==> src/rtl/dma_mover.sv <==
// Single-word DMA copy engine: reads a word at src_addr and writes it to dst_addr.
// Pulses dma_en per committed word so the address generator steps.
module dma_mover #(
  parameter int         ADDR_W = 32,
  parameter int         DATA_W = 32,
  parameter logic [3:0] AXI_ID = 4'd0
) (
  input  logic              clk,
  input  logic              rst,
  input  logic              xfer_req,
  input  logic [ADDR_W-1:0] src_addr,
  input  logic [ADDR_W-1:0] dst_addr,
  output logic              dma_en,
  output logic              busy,
  output logic [31:0]       words_done,
  output logic              bus_err,
  output logic [3:0]        arid,
  output logic [ADDR_W-1:0] araddr,
  output logic [7:0]        arlen,
  output logic [2:0]        arsize,
  output logic [1:0]        arburst,
  output logic              arvalid,
  input  logic              arready,
  input  logic [DATA_W-1:0] rdata,
  input  logic [1:0]        rresp,
  input  logic              rvalid,
  output logic              rready,
  output logic [3:0]        awid,
  output logic [ADDR_W-1:0] awaddr,
  output logic [7:0]        awlen,
  output logic [2:0]        awsize,
  output logic [1:0]        awburst,
  output logic              awvalid,
  input  logic              awready,
  output logic [DATA_W-1:0] wdata,
  output logic [3:0]        wstrb,
  output logic              wlast,
  output logic              wvalid,
  input  logic              wready,
  input  logic [1:0]        bresp,
  input  logic              bvalid,
  output logic              bready
);

  typedef enum logic [2:0] {
    IDLE, AR, R, WR, B, STEP, SETTLE
  } state_t;

  state_t state_q, state_d;

  logic [ADDR_W-1:0] araddr_q;
  logic [ADDR_W-1:0] awaddr_q;
  logic [DATA_W-1:0] buf_q;
  logic              aw_done;
  logic              w_done;
  logic              aw_fire;
  logic              w_fire;
  logic              enter_ar;
  logic              r_fire;
  logic              b_fire;

  assign arid    = AXI_ID;
  assign awid    = AXI_ID;
  assign arlen   = 8'd0;
  assign awlen   = 8'd0;
  assign arsize  = 3'b010;
  assign awsize  = 3'b010;
  assign arburst = 2'b01;
  assign awburst = 2'b01;
  assign wstrb   = 4'hF;
  assign wlast   = wvalid;

  assign araddr  = araddr_q;
  assign awaddr  = awaddr_q;
  assign wdata   = buf_q;

  // Valids/readies decode straight from state so reset drops them at once
  assign arvalid = (state_q == AR);
  assign rready  = (state_q == R);
  assign awvalid = (state_q == WR) && !aw_done;
  assign wvalid  = (state_q == WR) && !w_done;
  assign bready  = (state_q == B);
  assign dma_en  = (state_q == STEP);
  assign busy    = (state_q != IDLE);

  assign aw_fire  = awvalid && awready;
  assign w_fire   = wvalid && wready;
  assign r_fire   = rready && rvalid;
  assign b_fire   = bready && bvalid;
  assign enter_ar = (state_d == AR) && (state_q != AR);

  always_comb begin
    state_d = state_q;
    unique case (state_q)
      IDLE:    if (xfer_req) state_d = AR;
      AR:      if (arready) state_d = R;
      R:       if (rvalid) state_d = WR;
      WR: begin
        if ((aw_done || aw_fire) && (w_done || w_fire))
          state_d = B;
      end
      B:       if (bvalid) state_d = STEP;
      STEP:    state_d = SETTLE;
      SETTLE:  state_d = xfer_req ? AR : IDLE;
      default: state_d = IDLE;
    endcase
  end

  always_ff @(posedge clk or posedge rst) begin
    if (rst) begin
      state_q    <= IDLE;
      araddr_q   <= '0;
      awaddr_q   <= '0;
      buf_q      <= '0;
      aw_done    <= 1'b0;
      w_done     <= 1'b0;
      words_done <= '0;
      bus_err    <= 1'b0;
    end else begin
      state_q <= state_d;
      if (enter_ar)
        araddr_q <= src_addr;
      if (r_fire) begin
        buf_q    <= rdata;
        awaddr_q <= dst_addr;
      end
      // Per-channel done flags self-clear once WR is left
      aw_done <= (state_q == WR) && (aw_done || aw_fire);
      w_done  <= (state_q == WR) && (w_done || w_fire);
      if (state_q == IDLE && xfer_req) begin
        words_done <= '0;
        bus_err    <= 1'b0;
      end else begin
        if (state_q == STEP)
          words_done <= words_done + 32'd1;
        if ((r_fire && rresp != 2'b00) || (b_fire && bresp != 2'b00))
          bus_err <= 1'b1;
      end
    end
  end

endmodule
==> config.mk <==
export PLATFORM = sky130hd
export DESIGN_NAME = dma_mover
export DESIGN_NICKNAME = d
export VERILOG_FILES = /design/src/rtl/dma_mover.sv
export SDC_FILE = /design/constraint.sdc
export NUM_CORES = 1
export LEC_CHECK = 0
export BUFFER_PORTS_ARGS = -buffer_cell sky130_fd_sc_hd__buf_2
export CAP_MARGIN = 20
export CORE_ASPECT_RATIO = 0.9
export CORE_MARGIN = 2
export CORE_UTILIZATION = 25
export DETAILED_ROUTE_END_ITERATION = 12
export MAX_ROUTING_LAYER = met4
export SLEW_MARGIN = 15
export SYNTH_ARGS = -nofsm -noshare
export SYNTH_HDL_FRONTEND = slang
export SYNTH_SLANG_ARGS = --single-unit
==> constraint.sdc <==
create_clock -name clk -period 5 [get_ports clk]
set_input_delay 1 -clock clk [delete_from_list [all_inputs] [get_ports clk]]
set_output_delay 1 -clock clk [all_outputs]
set_load 0.1 [all_outputs]
==> impl_metrics.csv, run 1 <==
group,metric,value,unit
route,wl_per_cell,14.91,um
global_route,busiest_layer,"met2",
floorplan,ioPinCount,283,
clocking,cts_root_buf,"clkbuf_16",
global_route,grt_use_met3,3.967,%
critical_path,critPathKind,"flip-flop to primary output",
route,routed_wl,15370,um
critical_path,worstPathRequired,4.00,ns
layout,nets,824,
critical_path,crit_path_end_kind,"primary output",
critical_path,rrSetupSlack,2.31,ns
clocking,cts_tree,"built",
floorplan,die_area,0.02478,sq mm
clocking,path_clk_slew,0.06,ns
timing,rsz0062_at_grt,"no",
route,dr.pass1.iters,4,
critical_path,r2r_end,"words_done[27]",
global_route,antenna_found_initial,1,
floorplan,die_w,165.7,um
logic_synthesis,synth.avg_cell_area,12.41,sq um
placement,hpwl,11320,um
layout,n_fill_cell,2371,
status,status,"finished clean",
timing,fin_crit_sh,62.70,%
timing,finalSetupViolCount,0,
clocking,cts.sinks,134,
timing,drv_slew,0,
placement,port_buffers,244,
logic_synthesis,synth_top_area_cell,"dfrtp_1",
layout,drive_above_1_share,51.92,%
floorplan,placementRows,53,
logic_synthesis,ys.flop_type,"dfrtp_1",
timing,hold_viol_final,0,
floorplan,initial_core_util,25.35,%
critical_path,r2r_start,"state_q[1]",
global_route,grt_use_met2,20.10,%
critical_path,startpoint_type,"flip-flop",
route,vias,4493,
critical_path,cp_max_fo,13,
clocking,cts_resized,0,
logic_synthesis,ys_ff_latch,134,
layout,syn_to_final_growth,33.47,%
logic_synthesis,yosys.area.top_type_share,56.98,%
critical_path,crit_path_end,"dma_en",
global_route,grt_use_total,12.56,%
global_route,grt_max_degree,91,
clocking,postCtsSetupRepairBufs,0,
timing,timing.fmax,0.3190,GHz
timing,fin_crit,3.135,ns
layout,seqCellArea,0.003353,sq mm
logic_synthesis,async_reset_ff_share,100.0,%
logic_synthesis,yosysWarnings,0,
clocking,h-tree-depth,4,
critical_path,arrival,2.13,ns
clocking,postCtsHoldBufs,0,
floorplan,core_area,0.02321,sq mm
placement,place_congestion,0.7611,
logic_synthesis,synth-edff-count,0,
clocking,numCtsBuffers,17,
critical_path,ff2ff_path_depth,4,
logic_synthesis,yosys.cell_types.count,38,
global_route,grt_pass1_wl,23720,um
logic_synthesis,syn_area,0.005884,sq mm
logic_synthesis,synthCells,474,
route,first_iter_violations,226,
timing,tightest_slew,0.8196,ns
global_route,grt_remaining_overflow,0,
layout,multiInputGateArea,0.002232,sq mm
floorplan,die_y,149.5,um
route,route.detailed.drc,0,
clocking,insertion_delay,0.42,ns
timing,clock_skew,0.01714,ns
critical_path,critPathLaunch,"state_q[1]",
clocking,cts_buffer_depth,2,
route,routed_via_density,4.358,
hold_path,min_path_cells,1,
flow_run,drv_cap,0,
route,ant_nets,0,
timing,maxSlewHeadroom,45.36,%
logic_synthesis,ys_seq_area_share,56.98,%
hold_path,hold_class,"flip-flop to flip-flop",
global_route,met1_usage,15.42,%
timing,tns,0,ns
logic_synthesis,yosys-top-cells-area,"dfrtp_1 (57%), mux2_2 (18%), buf_4 (5.0%), a21oi_1 (1.7%), nand3_1 (1.3%)",
global_route,grt_pass1_vias,4404,
critical path, cell delays in order (launching register included):
cell and delay (ns):
dfrtp_1 0.53, nand3b_1 0.44, inv_1 0.29, buf_2 0.47
per-layer routing:
layer | up-vias | part of all wire (%)
met4 | 0 | 0.94
li1 | 2099 | -
met1 | 2205 | 44
met3 | 11 | 6.0
met2 | 178 | 49
met5 | - | 0
cells in the mapped netlist (3+ instances only):
library cell    n
o21ai_0        12
a21oi_1        20
and2_1          3
buf_1           4
mux2_2         94
nor2_1         17
inv_1          10
o31ai_1         8
mux2i_1         4
buf_2           9
xnor2_1         7
mux2_1          3
buf_4          39
nand3_1        15
nand2_1        17
nand4_1         7
dfrtp_1       134
o21a_1          4
clkbuf_1       12
and4_1          4
or4_1           9
and3_1          5
nor3_1          7
or3_1           6
nor4_1          5
flip-flops by register name, summed over array words and instances, names as in the netlist:
register    flops
bus_err         1
aw_done         1
w_done          1
araddr         32
words_done     32
wdata          32
state_q         3
awaddr         32
metrics by stage:
stage	cell area, sq um	hold slack (ns)	setup slack [ns]	cells	utilization [%]
floorplan	6020	0.4993	0.4172	510	-
global placement	7264	0.4659	2.321	997	31.30
detailed placement	7264	0.4779	2.312	997	31.30
CTS	7836	0.4976	1.856	1029	33.76
global route	7854	0.5129	1.729	1031	33.84
finish	7854	0.4969	1.865	1031	33.84
how the worst min path moves through the flow:
stage                 endpoint  startpoint  slack [ns]
detailed placement  araddr[27]  araddr[27]        0.48
CTS                 araddr[25]  araddr[25]        0.50
global route         wdata[21]   wdata[21]        0.51
floorplan              aw_done     aw_done        0.50
global placement    araddr[25]  araddr[25]        0.47
finish              awaddr[16]  awaddr[16]        0.50
layout by cell type, fill, tap and decap left out, types with 2 or more instances in the layout:
master      synthesis  layout
buf_2               9     244
dfrtp_1           134     134
mux2_2             94      94
conb_1              2      38
a21oi_1            20      20
nand2_1            17      17
nor2_1             17      17
clkbuf_16           0      17
nand3_1            15      15
o21ai_0            12      12
inv_1              10       9
or4_1               9       9
o31ai_1             8       8
xnor2_1             7       7
nor3_1              7       7
nand4_1             7       7
inv_6               0       6
or3_1               6       6
and3_1              5       5
nor4_1              5       5
clkinvlp_4          0       5
buf_4              39       5
mux2i_1             4       4
o21a_1              4       4
and4_1              4       4
mux2_1              3       3
nand3b_1            2       2
o22ai_1             2       2
o211ai_1            2       2
and2_1              3       2
xor2_1              2       2
o41ai_1             2       2
inv_8               0       2
cell type report:
cell class                 count  area share [%]
inverter                      10          0.5417
multi-input combinational    302           28.42
clock inverter                14           1.816
tap                          302           4.811
clock buffer                  18           5.464
antenna                        1         0.03186
sequential                   134           42.70
timing repair buffer         250           16.22
logic make-up (layout without fill, tap and decap cells):
logic type | count (synthesis) | in the layout | share of synthesized area, %
flops | 134 | 134 | 56.98
mux | 101 | 101 | 19.24
simple gates | 100 | 100 | 9.207
buf+inv | 74 | 292 | 7.399
compound gates | 53 | 53 | 5.486
xor+xnor | 9 | 9 | 1.340
other cells | 2 | 39 | 0.1276
fa+ha+maj | 1 | 1 | 0.2126
Power of run 1 is left out: the tool's default activity adds up to more than one toggle a clock period on the data nets, which glitch-free logic cannot reach.
==> inputs of run 2 (changes only) <==
==> constraint.sdc (replaced) <==
create_clock -name clk -period 3.2 [get_ports clk]
set_input_delay 0.64 -clock clk [delete_from_list [all_inputs] [get_ports clk]]
set_output_delay 0.64 -clock clk [all_outputs]
set_load 0.1 [all_outputs]
==> run 2 against run 1 <==
- global-route usage is 0.33 points lower
- utilization increased by 0.17 points
- setup slack got worse by 1.3 ns
- clock-buffer cell count is the same
- cell area increased by 0.51%
- via count shrank 1.4%
- non-clock buffer count rose by 1
- critical path depth up 1
- first-iteration DRC count is 39% lower
==> impl_metrics.csv, run 2 (same netlist as run 1, synthesis figures left out) <==
group,metric,value,unit
status,status,"finished clean",
layout,multiInputGateArea,0.002240,sq mm
critical_path,crit_path_end_kind,"primary output",
critical_path,cp_max_fo,13,
floorplan,die_y,149.5,um
route,first_iter_violations,138,
timing,fin_crit,2.670,ns
floorplan,initial_core_util,25.35,%
global_route,busiest_layer,"met2",
placement,port_buffers,244,
critical_path,ff2ff_path_depth,4,
clocking,insertion_delay,0.42,ns
timing,tns,0,ns
global_route,grt_use_total,12.23,%
global_route,met1_usage,15.15,%
clocking,numCtsBuffers,17,
layout,n_fill_cell,2345,
route,routed_wl,15060,um
layout,utilization,34.01,%
floorplan,ioPinCount,283,
timing,drv_slew,0,
layout,drive_above_1_share,52.40,%
layout,final_cell_mix,"buf_2 (244), dfrtp_1 (134), mux2_2 (94)",
timing,hold_viol_final,0,
clocking,cts_tree,"built",
clocking,cts_root_buf,"clkbuf_16",
flow_run,drv_cap,0,
timing,maxSlewHeadroom,46.84,%
global_route,grt_use_met3,4.099,%
critical_path,worstPathRequired,2.56,ns
route,ant_nets,0,
clocking,cts_buffer_depth,2,
floorplan,core_area,0.02321,sq mm
timing,timing.fmax,0.3745,GHz
clocking,path_clk_slew,0.06,ns
global_route,grt_pass1_wl,23170,um
floorplan,die_w,165.7,um
layout,final_cell_count_no_fill,1033,
global_route,antenna_found_initial,2,
critical_path,arrival,2.03,ns
timing,finalSetupViolCount,0,
placement,dp.cells,999,
placement,placed_area,0.007311,sq mm
critical_path,startpoint_type,"flip-flop",
clocking,postCtsHoldBufs,0,
layout,seqCellArea,0.003353,sq mm
clocking,cts.sinks,134,
global_route,grt_pass1_vias,4327,
timing,tightest_slew,0.7975,ns
global_route,grt_max_degree,135,
placement,place_congestion,0.7293,
layout,layout_commonest_cell,"buf_2",
route,routed_via_density,4.290,
clocking,cts_resized,0,
hold_path,hold_class,"primary input to async pin",
route,wl_per_cell,14.58,um
layout,finalInstanceArea,0.007894,sq mm
layout,nets,825,
floorplan,placementRows,53,
placement,hpwl,10740,um
critical_path,critPathKind,"flip-flop to primary output",
route,dr.pass1.iters,4,
route,route.detailed.drc,0,
route,vias,4432,
timing,rsz0062_at_grt,"no",
clocking,h-tree-depth,4,
timing,fin_crit_sh,83.44,%
layout,syn_to_final_growth,34.15,%
floorplan,die_area,0.02478,sq mm
global_route,grt_remaining_overflow,0,
global_route,grt_use_met2,19.09,%
clocking,postCtsSetupRepairBufs,0,
timing,clock_skew,0.01812,ns
## run 2: cell count changes in the layout (fill, tap and decap cells not counted)
cell / delta
clkbuf_8: +1
inv_8: -2
buf_8: -1
nor2_1: -1
buf_12: +2
diode_2: +1
clkinv_4: +2
nor3b_2: +1
nor2_2: +1
clkbuf_1: -1
nor3b_1: -1
## run 2: per-stage QoR
stage               hold slack [ns]  worst slack, ns
global placement             0.4684           0.8082
finish                       0.3869           0.5298
detailed placement           0.4744           0.7845
CTS                          0.4165           0.4886
floorplan                    0.4993           0.3311
global route                 0.4254           0.3732
## run 2: area by class of cell
cell class	instances	share of cell area, %
well taps	302	4.787
flip-flops and latches	134	42.48
clock buffers	18	5.563
diodes	2	0.06340
inverters	10	0.5231
clock inverters	14	1.759
multi-input cells	302	28.37
repair buffers	251	16.45
## run 2: worst max-delay path: stages, from the launching register on
cell      delay [ns]
dfrtp_1         0.52
nand3b_1        0.26
buf_4           0.20
inv_1           0.17
buf_2           0.46
## run 2: metal layers
layer / part of all wire [%] / wire length [um]
met1: 44 / 6663
met2: 47 / 7153
met3: 7.5 / 1128
met4: 0.78 / 118
met5: 0 / 0
## run 2: path summary, 6_finish.rpt
check / start / end / slack [ns]
worst max-delay path: state_q[1] / dma_en / 0.53
worst min-delay path: rst / wdata[29] / 0.39
worst max register to register: state_q[1] / words_done[27] / 0.76
worst min register to register: araddr[0] / araddr[0] / 0.49
max in group asynchronous: rst / awaddr[7] / 2.15
min in group clk: src_addr[0] / araddr[0] / 0.44
Power of run 2 is left out for the same reason.
